===== src/rtl/seq_magnitude_comparator.sv =====
// Multi-cycle magnitude comparator: walks CHUNK-bit slices MSB-first and stops at the first
// differing slice. Signed compares flip the operand sign bits so an unsigned walk gives the order.
module seq_magnitude_comparator #(
  parameter int unsigned WIDTH = 16,
  parameter int unsigned CHUNK = 4
) (
  input  logic             clk,
  input  logic             rst_n,
  input  logic             start,
  input  logic [WIDTH-1:0] a,
  input  logic [WIDTH-1:0] b,
  input  logic             signed_mode,
  output logic             busy,
  output logic             done,
  output logic             eq,
  output logic             gt,
  output logic             lt
);

  localparam int unsigned N    = WIDTH / CHUNK;
  localparam int unsigned IdxW = (N > 1) ? $clog2(N) : 1;
  localparam logic [IdxW-1:0] IdxLast = IdxW'(N - 1);

  typedef enum logic {StIdle, StBusy} state_e;

  state_e           state_q;
  logic [IdxW-1:0]  idx_q;
  logic [WIDTH-1:0] a_q, b_q;
  logic             busy_q, done_q, eq_q, gt_q, lt_q;
  logic [CHUNK-1:0] a_chunk, b_chunk;

  always_comb begin
    a_chunk = '0;
    b_chunk = '0;
    for (int unsigned i = 0; i < N; i++) begin
      if (idx_q == IdxW'(i)) begin
        a_chunk = a_q[i*CHUNK +: CHUNK];
        b_chunk = b_q[i*CHUNK +: CHUNK];
      end
    end
  end

  always_ff @(posedge clk or negedge rst_n) begin
    if (!rst_n) begin
      state_q <= StIdle;
      idx_q   <= '0;
      a_q     <= '0;
      b_q     <= '0;
      busy_q  <= 1'b0;
      done_q  <= 1'b0;
      eq_q    <= 1'b0;
      gt_q    <= 1'b0;
      lt_q    <= 1'b0;
    end else begin
      done_q <= 1'b0;
      unique case (state_q)
        StIdle: begin
          if (start) begin
            // Flipping the sign bit maps two's-complement order onto unsigned order.
            a_q     <= {a[WIDTH-1] ^ signed_mode, a[WIDTH-2:0]};
            b_q     <= {b[WIDTH-1] ^ signed_mode, b[WIDTH-2:0]};
            idx_q   <= IdxLast;
            state_q <= StBusy;
            busy_q  <= 1'b1;
          end
        end
        StBusy: begin
          if (a_chunk != b_chunk) begin
            gt_q    <= (a_chunk > b_chunk);
            lt_q    <= (a_chunk < b_chunk);
            eq_q    <= 1'b0;
            done_q  <= 1'b1;
            busy_q  <= 1'b0;
            state_q <= StIdle;
          end else if (idx_q == '0) begin
            eq_q    <= 1'b1;
            gt_q    <= 1'b0;
            lt_q    <= 1'b0;
            done_q  <= 1'b1;
            busy_q  <= 1'b0;
            state_q <= StIdle;
          end else begin
            idx_q <= idx_q - 1'b1;
          end
        end
      endcase
    end
  end

  assign busy = busy_q;
  assign done = done_q;
  assign eq   = eq_q;
  assign gt   = gt_q;
  assign lt   = lt_q;

endmodule


===== config.mk =====
export PLATFORM = sky130hd
export DESIGN_NAME = seq_magnitude_comparator
export DESIGN_NICKNAME = d
export VERILOG_FILES = /design/src/rtl/seq_magnitude_comparator.sv
export SDC_FILE = /design/constraint.sdc
export NUM_CORES = 1
export LEC_CHECK = 0
export ABC_AREA = 0
export CAP_MARGIN = 10
export CORE_ASPECT_RATIO = 0.9
export CORE_MARGIN = 1
export CORE_UTILIZATION = 50
export DETAILED_ROUTE_END_ITERATION = 10
export GPL_TIMING_DRIVEN = 0
export PLACE_DENSITY_LB_ADDON = 0.05
export SLEW_MARGIN = 20
export SYNTH_ARGS = -nofsm -noshare
export SYNTH_HDL_FRONTEND = slang
export SYNTH_SLANG_ARGS = --single-unit

===== constraint.sdc =====
create_clock -name clk -period 2.9 [get_ports clk]
set_input_delay 0.29 -clock clk [delete_from_list [all_inputs] [get_ports clk]]
set_output_delay 0.29 -clock clk [all_outputs]
set_load 0.01 [all_outputs]

==> impl_metrics.py <==
metrics = {
    "timing": {
        "fin_skew_ns": 0.004783,
        "timing.final.crit_period_ns": 2.723,
        "hold_viol": 0,
        "worst_slew_pin_slew_ns": 0.5163,
        "fmax_mhz": 367.2,
        "rsz0062_at_grt": "no",
        "slew_violations": 0,
        "finalSetupTns_ns": 0,
        "slew_headroom": 0.6558,
        "setup_viol": 0,
        "fin_crit_sh": 0.9390,
    },
    "floorplan": {
        "pin_count": 41,
        "dieWidth_um": 67.78,
        "core_um2": 3731,
        "start_util": 0.5218,
        "die_area_um2": 4148,
        "die_h_um": 61.20,
        "rows": 21,
    },
    "critical_path": {
        "cp.required_ns": 3.14,
        "crit_fanout": 7,
        "crit_arrival_ns": 2.97,
        "crit_type": "flop to flop",
        "endpoint_kind": "flop",
        "startpoint_type": "flop",
    },
    "routing": {
        "drt_iter0_drc": 53,
        "remaining_drc_errors": 0,
        "first_pass_iters": 4,
        "wl_per_cell_um": 15.94,
        "vias": 1349,
        "ant_nets": 0,
        "viasPerCell": 5.353,
        "routed_wl_mm": 4.016,
    },
    "synth": {
        "synth_top_flop_cell": "dfrtp_1",
        "synth-async-reset-ratio": 1.000,
        "syn_nets": 200,
        "netlist.area_leader.share": 0.5141,
        "synth.area.top_cells": "dfrtp_1 51%, mux2_2 15%, ha_1 5.1%",
        "synth_seq_cells": 40,
        "synth_cells": 156,
        "synth.avg_cell_area_um2": 12.48,
        "yosys.area.top_type": "dfrtp_1",
        "synth.most_common_cell": "dfrtp_1",
        "synth_cell_types": 31,
        "yosysWarnings": 0,
        "seq_area_frac_synth": 0.5141,
        "synth_common_cells": "40 x dfrtp_1, 26 x mux2_2, 10 x nand2_1",
        "synth_edf_count": 0,
        "syn-cell-area_um2": 1947,
    },
    "job": {
        "maxCapViolCount": 0,
    },
    "outcome": {
        "status": "finished, final reports clean",
    },
    "place": {
        "dp_hpwl_mm": 2.982,
        "place_inst": 243,
        "port_buffers": 40,
        "gp_congestion": 0.7376,
    },
    "pwr": {
        "p_leak_nw": 1.111,
        "p_total_mw": 2.272,
        "p_per_area_nw_per_um2": 891.6,
        "peakVddDrop_uv": 425.4,
    },
    "finish": {
        "fin_nets": 249,
        "n_antenna_cell": 0,
        "drive_above_1_share": 0.2524,
        "area_delta_synth_final_pct": 30.91,
        "stdcell_count": 252,
    },
    "clocking": {
        "cts_num_sinks": 40,
        "cts_max_path_buffers": 2,
        "cts_tree": "built",
        "cts_buffers": 5,
        "cts.clk_slew.worst_paths_ns": 0.08,
        "ctsResizeCount": 0,
        "insertion_delay_ns": 0.30,
        "htreeDepth": 2,
        "cts_root_buf": "clkbuf_8",
    },
    "worst_hold_path": {
        "holdCritPathClass": "primary input to async pin",
    },
    "global_routing": {
        "grt_pass1_wl_mm": 6.430,
        "antenna_found_initial": 0,
        "grt_max_degree": 22,
        "overflow": 0,
        "grtUsageTotal": 0.2219,
        "first_global_vias": 1343,
    },
}
==> layout by cell type, fill, tap and decap left out, types with 2 or more instances in the layout <==
cell type        count
buf_6                3
dfrtp_1             40
ha_1                 8
nor2b_4              2
clkbuf_8             5
a22oi_1              2
nor2_1               3
clkdlybuf4s50_1     39
o31ai_1              4
nand2_1             10
o2bb2ai_1            2
nor2b_1              4
mux2_2              26
o21ai_0              4
o21ai_1              2
inv_1                9
a21oi_1              9
a221oi_1             4
buf_4                4
buf_2                3
a22oi_2              3
xnor2_1              2
a221o_1              3
==> stage by stage <==
stage	setup slack, ns	utilization	hold slack (ns)	cell area (um^2)
finish	0.1768	0.6831	0.4979	2549
CTS	0.2100	0.6831	0.4996	2549
global route	0.009535	0.6831	0.5307	2549
floorplan	0.5577	-	-0.005591	1947
global placement	0.3121	0.6445	0.4715	2405
detailed placement	0.2526	0.6506	0.2940	2427
==> routing by layer <==
metal,wire length [um],share of wire,global-route usage,vias to the layer above
met3,192,0.048,0.04074,5
met5,0,0,0,-
li1,-,-,-,657
met4,63,0.016,0.1161,0
met2,1842,0.46,0.3579,34
met1,1916,0.48,0.2871,653
==> final timing paths <==
check	depth (start not counted)	start	slack [ns]	to
max	10	idx_q[0]	0.18	lt
min	2	rst_n	0.50	state_q
max reg2reg	10	idx_q[0]	0.18	lt
min reg2reg	1	gt	0.50	gt
max in group asynchronous	3	rst_n	1.93	b_q[6]
min in group clk	1	gt	0.50	gt
==> repair_timing <==
item,4_1_cts,5_1_grt
endpoints found under the hold margin,20,0
setup endpoints to repair,0,0
hold buffers,1,0
buffers inserted,0,0
==> cells by family (layout without fill, tap and decap cells) <==
kind of cell / count (synthesis) / after routing / synth area share
flip-flops: 40 / 40 / 0.5141
AO/OA/AOI/OAI: 37 / 37 / 0.1407
multiplexers: 27 / 27 / 0.1555
AND/OR/NAND/NOR: 23 / 23 / 0.07198
buffers and inverters: 19 / 69 / 0.05719
adder cells (fa/ha/maj): 8 / 8 / 0.05142
XOR/XNOR: 2 / 2 / 0.008999
==> report_power, final <==
| group | internal (mW) | leakage, nW | switching (mW) |
|---|---|---|---|
| registers | 0.806 | 0.467 | 0.135 |
| logic | 0.479 | 0.589 | 0.397 |
| clock network | 0.255 | 0.0541 | 0.201 |
| total | 1.54 | 1.11 | 0.733 |
==> cell type report <==
class	instances	area, um^2
sequential	40	1001
timing repair buffer	42	432.9
tap	46	57.56
buffer	10	77.57
clock inverter	3	42.54
clock buffer	5	68.82
inverter	9	33.78
fill	282	1182
multi-input combinational	97	834.6
==> flip-flops by register name, indices dropped and copies added (netlist names) <==
name and flops:
a_q 16, b_q 16, busy 1, done 1, eq 1, gt 1
idx_q 2, lt 1, state_q 1
==> worst max-delay path, cell delays in order, from the launching register on <==
cell and delay [ns]:
dfrtp_1 0.43, inv_1 0.12, ha_1 0.31, nor2b_4 0.20
buf_6 0.13, a221oi_1 0.08, o31ai_1 0.33, ha_1 0.31
and4b_1 0.21, a211oi_1 0.33, a32o_1 0.22
Note: power is estimated with default switching activity, not from simulation.
